`config.mk`:
```
export PLATFORM = sky130hd
export DESIGN_NAME = arbiter_request_queues
export DESIGN_NICKNAME = d
export VERILOG_FILES = /design/src/rtl/arbiter_request_queues.sv
export SDC_FILE = /design/constraint.sdc
export NUM_CORES = 1
export LEC_CHECK = 0
export BUFFER_PORTS_ARGS = -buffer_cell sky130_fd_sc_hd__buf_2
export CORE_UTILIZATION = 50
export CTS_CLUSTER_DIAMETER = 50
export DETAILED_ROUTE_END_ITERATION = 7
export PLACE_DENSITY = 0.72
export SETUP_SLACK_MARGIN = 0.1
export SLEW_MARGIN = 15
export SYNTH_ARGS = -nofsm -noshare
export SYNTH_HDL_FRONTEND = slang
export SYNTH_SLANG_ARGS = --single-unit
```
`constraint.sdc`:
```
create_clock -name clk -period 2.1 [get_ports clk]
set_input_delay 0.105 -clock clk [delete_from_list [all_inputs] [get_ports clk]]
set_output_delay 0.105 -clock clk [all_outputs]
set_load 0.05 [all_outputs]
```
`src/rtl/arbiter_request_queues.sv`:
```
// rtl/arbiter_request_queues.sv - three client FIFOs feeding a priority arbiter, popped onto one shared port
module arbiter_request_queues #(
  parameter int DATA_WIDTH = 8,
  parameter int DEPTH      = 4
) (
  input  logic                  clk,
  input  logic                  rst,
  input  logic                  push_0,
  input  logic                  push_1,
  input  logic                  push_2,
  input  logic [DATA_WIDTH-1:0] data_in_0,
  input  logic [DATA_WIDTH-1:0] data_in_1,
  input  logic [DATA_WIDTH-1:0] data_in_2,
  output logic                  full_0,
  output logic                  full_1,
  output logic                  full_2,
  output logic                  req_0,
  output logic                  req_1,
  output logic                  req_2,
  input  logic                  gnt_0,
  input  logic                  gnt_1,
  input  logic                  gnt_2,
  output logic [DATA_WIDTH-1:0] data_out,
  output logic                  valid_out,
  output logic [1:0]            src_out,
  output logic                  overflow,
  output logic                  grant_err
);
  localparam int AW = $clog2(DEPTH);
  localparam logic [AW:0] FULL_CNT = (AW+1)'(DEPTH);

  logic [DATA_WIDTH-1:0] mem_q [3][DEPTH];
  logic [AW-1:0]         wptr_q [3], wptr_d [3];
  logic [AW-1:0]         rptr_q [3], rptr_d [3];
  logic [AW:0]           count_q [3], count_d [3];
  logic [DATA_WIDTH-1:0] data_out_q, data_out_d;
  logic [1:0]            src_out_q, src_out_d;
  logic                  valid_out_q, valid_out_d;
  logic                  overflow_q, overflow_d;
  logic                  grant_err_q, grant_err_d;

  logic [DATA_WIDTH-1:0] din [3];
  logic [2:0]            push, gnt, pop, push_ok;
  logic                  multi_gnt;

  assign din[0] = data_in_0;
  assign din[1] = data_in_1;
  assign din[2] = data_in_2;
  assign push   = {push_2, push_1, push_0};
  assign gnt    = {gnt_2, gnt_1, gnt_0};
  // A set bit survives clearing the lowest set bit only if two or more were set.
  assign multi_gnt = (gnt & (gnt - 3'd1)) != 3'd0;

  always_comb begin
    overflow_d  = overflow_q;
    grant_err_d = grant_err_q | multi_gnt;
    valid_out_d = 1'b0;
    data_out_d  = data_out_q;
    src_out_d   = src_out_q;
    for (int k = 0; k < 3; k++) begin
      pop[k]     = gnt[k] && !multi_gnt && (count_q[k] != '0);
      // A pop in the same cycle frees the slot, so a push on a full queue still lands.
      push_ok[k] = push[k] && ((count_q[k] != FULL_CNT) || pop[k]);
      if (push[k] && !push_ok[k]) overflow_d = 1'b1;
      wptr_d[k]  = push_ok[k] ? wptr_q[k] + 1'b1 : wptr_q[k];
      rptr_d[k]  = pop[k] ? rptr_q[k] + 1'b1 : rptr_q[k];
      count_d[k] = count_q[k];
      if (push_ok[k] && !pop[k]) count_d[k] = count_q[k] + 1'b1;
      else if (!push_ok[k] && pop[k]) count_d[k] = count_q[k] - 1'b1;
      if (pop[k]) begin
        valid_out_d = 1'b1;
        data_out_d  = mem_q[k][rptr_q[k]];
        src_out_d   = 2'(k);
      end
    end
  end

  always_ff @(posedge clk or negedge rst) begin
    if (!rst) begin
      for (int k = 0; k < 3; k++) begin
        wptr_q[k]  <= '0;
        rptr_q[k]  <= '0;
        count_q[k] <= '0;
      end
      data_out_q  <= '0;
      src_out_q   <= '0;
      valid_out_q <= 1'b0;
      overflow_q  <= 1'b0;
      grant_err_q <= 1'b0;
    end else begin
      for (int k = 0; k < 3; k++) begin
        wptr_q[k]  <= wptr_d[k];
        rptr_q[k]  <= rptr_d[k];
        count_q[k] <= count_d[k];
      end
      data_out_q  <= data_out_d;
      src_out_q   <= src_out_d;
      valid_out_q <= valid_out_d;
      overflow_q  <= overflow_d;
      grant_err_q <= grant_err_d;
    end
  end

  // Storage is intentionally unreset; pointers alone define what is valid.
  always_ff @(posedge clk) begin
    for (int k = 0; k < 3; k++)
      if (push_ok[k]) mem_q[k][wptr_q[k]] <= din[k];
  end

  assign req_0     = count_q[0] != '0;
  assign req_1     = count_q[1] != '0;
  assign req_2     = count_q[2] != '0;
  assign full_0    = count_q[0] == FULL_CNT;
  assign full_1    = count_q[1] == FULL_CNT;
  assign full_2    = count_q[2] == FULL_CNT;
  assign data_out  = data_out_q;
  assign src_out   = src_out_q;
  assign valid_out = valid_out_q;
  assign overflow  = overflow_q;
  assign grant_err = grant_err_q;
endmodule

```
# Word-level counts from Yosys, hierarchy flattened
# Memory sizes are Yosys's and may differ from the RTL's.
# Cells that the tools add are included.
# word_totals
regBits	34
latch_bits	0
ram_bits	96
mem_bits_ro	0
in_bits	32
output_inout_bits	19
wordCells	130
mem_count	1
# mem_list
name	words	word_bits	read_ports	rd_clocked_by_memory_dff	wr	line_no	rtl
mem_q	3	32	3	0	3	32	logic [DATA_WIDTH-1:0] mem_q [3][DEPTH];
# classes
n_addsub	13
n_mul	0
div	0
order_cmp	9
eq_ne	6
shifts	0
mux	39
n_bitwise	8
reduce_logical	40
# op_table
cell	n
32-bit 2-to-1 mux	3
8-bit 2-to-1 mux	12
8-bit binary-select mux with 2-bit select	3
8-bit demux with 2-bit select	3
1-bit logical AND	21
3-bit >= comparator, second input constant	6
3-bit 2-to-1 mux	6
2-bit NOT with 3-bit output	6
3-bit nonzero test	6
2-bit by 1-bit adder with 2-bit output, second input constant	6
3-bit by 1-bit subtractor with 3-bit output, second input constant	4
3-bit by 1-bit adder with 3-bit output, second input constant	3
3-bit equality test, second input constant	3
3-bit by 1-bit less-than comparator with 1-bit output, second input constant	3
1-bit 2-to-1 mux	9
3-bit inequality test, second input constant	3
1-bit logical NOT	7
2-bit 2-to-1 mux	3
2-bit nonzero test	3
3-bit bitwise AND	1
1-bit logical OR	3
1-bit OR	1

# Logic depth before layout (Yosys ltp)
# logic_depth
depth_word	13
depth_mapped	11
depth_no_buf	9

# Least setup slack after synthesis
# Ideal clock, no wire load.
# synth_path
kind	reg2reg
from	reg count_q[1] (netlist name)
to	reg count_q[1] (netlist name)
setup_time_ns	0.125
t_arrival_ns	3.043
slack_ns	-1.067
stages_incl_launch_ff	7
n_path_buf	0
cell_sequence	dfrtp_1 > nor3b_1 > a21boi_2 > ha_1 > inv_1 > fa_1 > mux2_2
# synth_lines
item	line_no	rtl
start, declared	35	logic [AW:0] count_q [3], count_d [3];
start signal, assigned by index	94	count_q[k] <= count_d[k];

# Worst setup path in the final report
# layout_path
from	reg count_q[6] (netlist name)
to	reg count_q[8] (netlist name)
# layout_via
elab_chain_cells	7
word_cells_on_any_way	14
classes_between	2 x add/sub; 1 x eq/ne; 2 x mux; 9 x reduce/logical
# layout_rtl
item	line_no	rtl
3-bit nonzero test	61	pop[k] = gnt[k] && !multi_gnt && (count_q[k] != '0);
1-bit logical AND	61	
1-bit logical OR *	63	push_ok[k] = push[k] && ((count_q[k] != FULL_CNT) || pop[k]);
1-bit logical AND *	63	
net push_ok[0]	43	logic [2:0] push, gnt, pop, push_ok;
1-bit logical NOT	69	else if (!push_ok[k] && pop[k]) count_d[k] = count_q[k] - 1'b1;
1-bit logical AND	69	
2-bit nonzero test (no source line)	--	
# Mark *: on every way through the listed nets, which the timed path passes. The rest lies on a longest branch. The select of a mux whose other input is x is not followed.
# A chain may end at the register's enable or synchronous reset.

==> impl_metrics.csv <==
group,metric,value,unit
die,io_pins,51,
detailed_routing,wl_per_cell,19.16,um
place,gp_congestion,0.8068,
detailed_routing,dr.pass1.iters,4,
global_route,grt_max_degree,35,
synthesis,yosysUniqueCellTypes,36,
final_layout,area_growth,28.73,%
power,sequentialPowerShare,0.393,
power,peakVddDrop,0.0008181,V
power,leakagePower,2.612,nW
critical_path,crit_path_top_delay_cell,"fa_1",
die,start_util,0.5222,
power,p_sw,0.003373,W
clocking,htree_levels,4,
synthesis,synthCells,308,
hold_path,hold_class,"input port to flip-flop",
critical_path,critPathTopFamily,"adder cells",
final_layout,antenna_cells,0,
critical_path,cp.required,2.55,ns
critical_path,reg2reg_slack,0.11,ns
timing,tightest_slew,0.8153,ns
final_layout,drive_above_1_share,0.3761,
clocking,root_buffer,"clkbuf_8",
synthesis,synthArstFlopShare,0.2615,
timing,fin_skew,0.007571,ns
die,core_area,10420,um2
timing,rsz0062_at_grt,"yes",
final_layout,stdcell_area,7002,um2
place,port-buffer-count,50,
timing,final-setup-viol-count,0,
detailed_routing,routed_wl,10960,um
synthesis,ys.warnings.count,0,
clocking,clk_path_buf_depth,2,
clocking,cts_buffers,17,
timing,max_slew_margin,0.4565,
synthesis,synth_edf_count,96,
synthesis,synth_seq_cells,130,
global_route,grt_pass1_vias,3287,
final_layout,fin_cells,572,
detailed_routing,postRouteAntennaNets,0,
timing,post-route-min-period,1.993,ns
die,die_area,11300,um2
power,power.total,0.01023,W
critical_path,critPathLaunchType,"flip-flop",
critical_path,crit_buf_inv,2,
clocking,cts.sinks,130,
timing,report.final.slew_viol_count,0,
clocking,clkTransAtPathRegs,0.06,ns
power,power_density,1461,nW/um2
timing,timing.final.crit_share,0.9491,
clocking,clock_latency,0.53,ns
die,rows,37,
critical_path,critical_path_class,"flip-flop to flip-flop",
place,hpwl,7322,um
global_route,grt_antenna_before_repair,0,
synthesis,syn_nets,358,
die,die_y,106.3,um
timing,fmax,0.5017,GHz
synthesis,synth_ff_type,"edfxtp_1",
global_route,grt.overflow.total,0,
run,max_cap_viol_count,0,
critical_path,timing.critical_path.mode_cell,"xor2_1",
synthesis,syn_area,5439,um2
clocking,cts_tree,"done",
power,intPower,0.006854,W
global_route,grt_first_pass_wirelength,17370,um
power,swShare,0.3298,
global_route,grtUsageTotal,0.2156,
timing,hold_viol,0,
critical_path,crit_chain,"buf_4, nor3b_4, a21boi_2, ha_2, inv_2, fa_1, xor2_1, nor2_1, xor2_1",
critical_path,critPathArrivalTime,2.45,ns
power,combPwrFrac,0.312,
timing,hold_slack,0.04844,ns
power,p_clk_frac,0.296,
critical_path,slowest_delay,0.43,ns
detailed_routing,drt_iter0_markers,201,
place,place_area,6010,um2
critical_path,cp_max_fo,3,
place,place_inst,501,
detailed_routing,via_count,3101,
final_layout,final_nets,473,
critical_path,crit_path_end_kind,"flip-flop",
synthesis,syn_avg_cell_area,17.66,um2
final_layout,final_util,0.6722,
outcome,status,"finished, final reports clean",
die,die_w,106.3,um
detailed_routing,drc,0,
synthesis,synth-seq-area-share,0.6865,
detailed_routing,viasPerCell,5.421,
-- cell usage after synthesis (2+ instances only) --
cell type / number / area, um2
a21boi_2: 2 / 22.52
a21oi_1: 2 / 10.01
a311oi_1: 8 / 70.07
and2_1: 12 / 75.07
buf_2: 4 / 20.02
buf_4: 2 / 15.01
clkbuf_1: 4 / 15.01
dfrtp_1: 34 / 850.8
edfxtp_1: 96 / 2883
fa_1: 3 / 60.06
ha_1: 15 / 187.7
inv_1: 13 / 48.80
mux2_2: 3 / 33.78
mux2_4: 2 / 30.03
mux4_2: 24 / 540.5
nand2_1: 3 / 11.26
nand3_1: 14 / 70.07
nor2_1: 4 / 15.01
nor3_1: 16 / 80.08
nor3_2: 2 / 20.02
nor3b_1: 5 / 37.54
o21ai_0: 9 / 45.04
or3b_1: 2 / 17.52
xnor2_1: 11 / 96.34
xor2_1: 7 / 61.31
-- metrics by stage --
step | setup WS (ns) | TNS [ns]
after floorplan | -0.1516 | -0.4375
after global placement | 0.1156 | 0
after detailed placement | 0.04064 | 0
after CTS | 0.1115 | 0
after global routing | 0.03146 | 0
final | 0.1068 | 0
-- cells by family (layout without fill, tap and decap cells) --
kind of cell             after synthesis  after routing  synth area share
buffers and inverters                 24            152           0.02024
AND/OR/NAND/NOR                       62             62           0.06856
AO/OA/AOI/OAI                         26             26           0.03704
flip-flops                           130            130            0.6865
multiplexers                          30             30            0.1132
XOR/XNOR                              18             18           0.02899
adder cells (fa/ha/maj)               18             18           0.04555
-- layout make-up --
type	instances	area [um2]
flip-flops and latches	130	3741
multi-input cells	154	1673
inverters	13	51.30
well taps	136	170.2
fillers	702	3415
repair buffers	107	759.5
clock inverters	13	185.2
clock buffers	19	421.7
-- power groups by stage --
stage / Sequential [W] / Combinational (W) / Clock [W]
final: 0.00402 / 0.00319 / 0.00302
after global routing: 0.00409 / 0.00344 / 0.00318
after CTS: 0.00402 / 0.00311 / 0.00307
after detailed placement: 0.00406 / 0.00303 / 0
after global placement: 0.00402 / 0.00297 / 0
after floorplan: 0.00418 / 0.00202 / 0
-- final timing paths --
kind / startpoint / end / cells after the start
min in group asynchronous: rst / rptr_q[0] / 2
max: count_q[6] / count_q[8] / 9
max in group asynchronous: rst / count_q[6] / 2
max reg2reg: count_q[6] / count_q[8] / 9
min reg2reg: rptr_q[2] / rptr_q[2] / 1
min: gnt_1 / rptr_q[1] / 4
-- timing repair --
item	4_1_cts	5_1_grt
hold buffers	31	0
endpoints found under the hold margin	132	0
setup buffers	0	8
resized for setup	0	6
endpoints found under the setup margin	0	4
-- cells in the final DEF (no fill, tap or decap), drive strengths merged, types with 12 or more instances in the layout --
| master | instances |
|---|---|
| buf | 76 |
| clkbuf | 19 |
| ha | 15 |
| inv | 14 |
| and2 | 12 |
| nand3 | 14 |
| mux4 | 24 |
| dlygate4sd3 | 31 |
| nor3 | 19 |
| dfrtp | 34 |
| edfxtp | 96 |
-- state kept, by name, indices dropped and copies added (netlist names) --
signal and count:
data_out 8, overflow 1, count_q 9, grant_err 1, wptr_q 6, mem_q 96, src_out 2, valid_out 1
rptr_q 6
-- worst register-to-register path: stages (launching register included) --
cell      delay, ns
dfrtp_2        0.40
buf_4          0.15
nor3b_4        0.05
a21boi_2       0.17
ha_2           0.21
inv_2          0.04
fa_1           0.43
xor2_1         0.16
nor2_1         0.15
xor2_1         0.15
-- per-layer routing --
layer / track usage / part of all wire
met4: 0.1042 / 0.020
met2: 0.3437 / 0.51
met3: 0.05641 / 0.036
met5: 0 / 0
met1: 0.2761 / 0.43
Note: power is estimated with default switching activity, not from simulation.
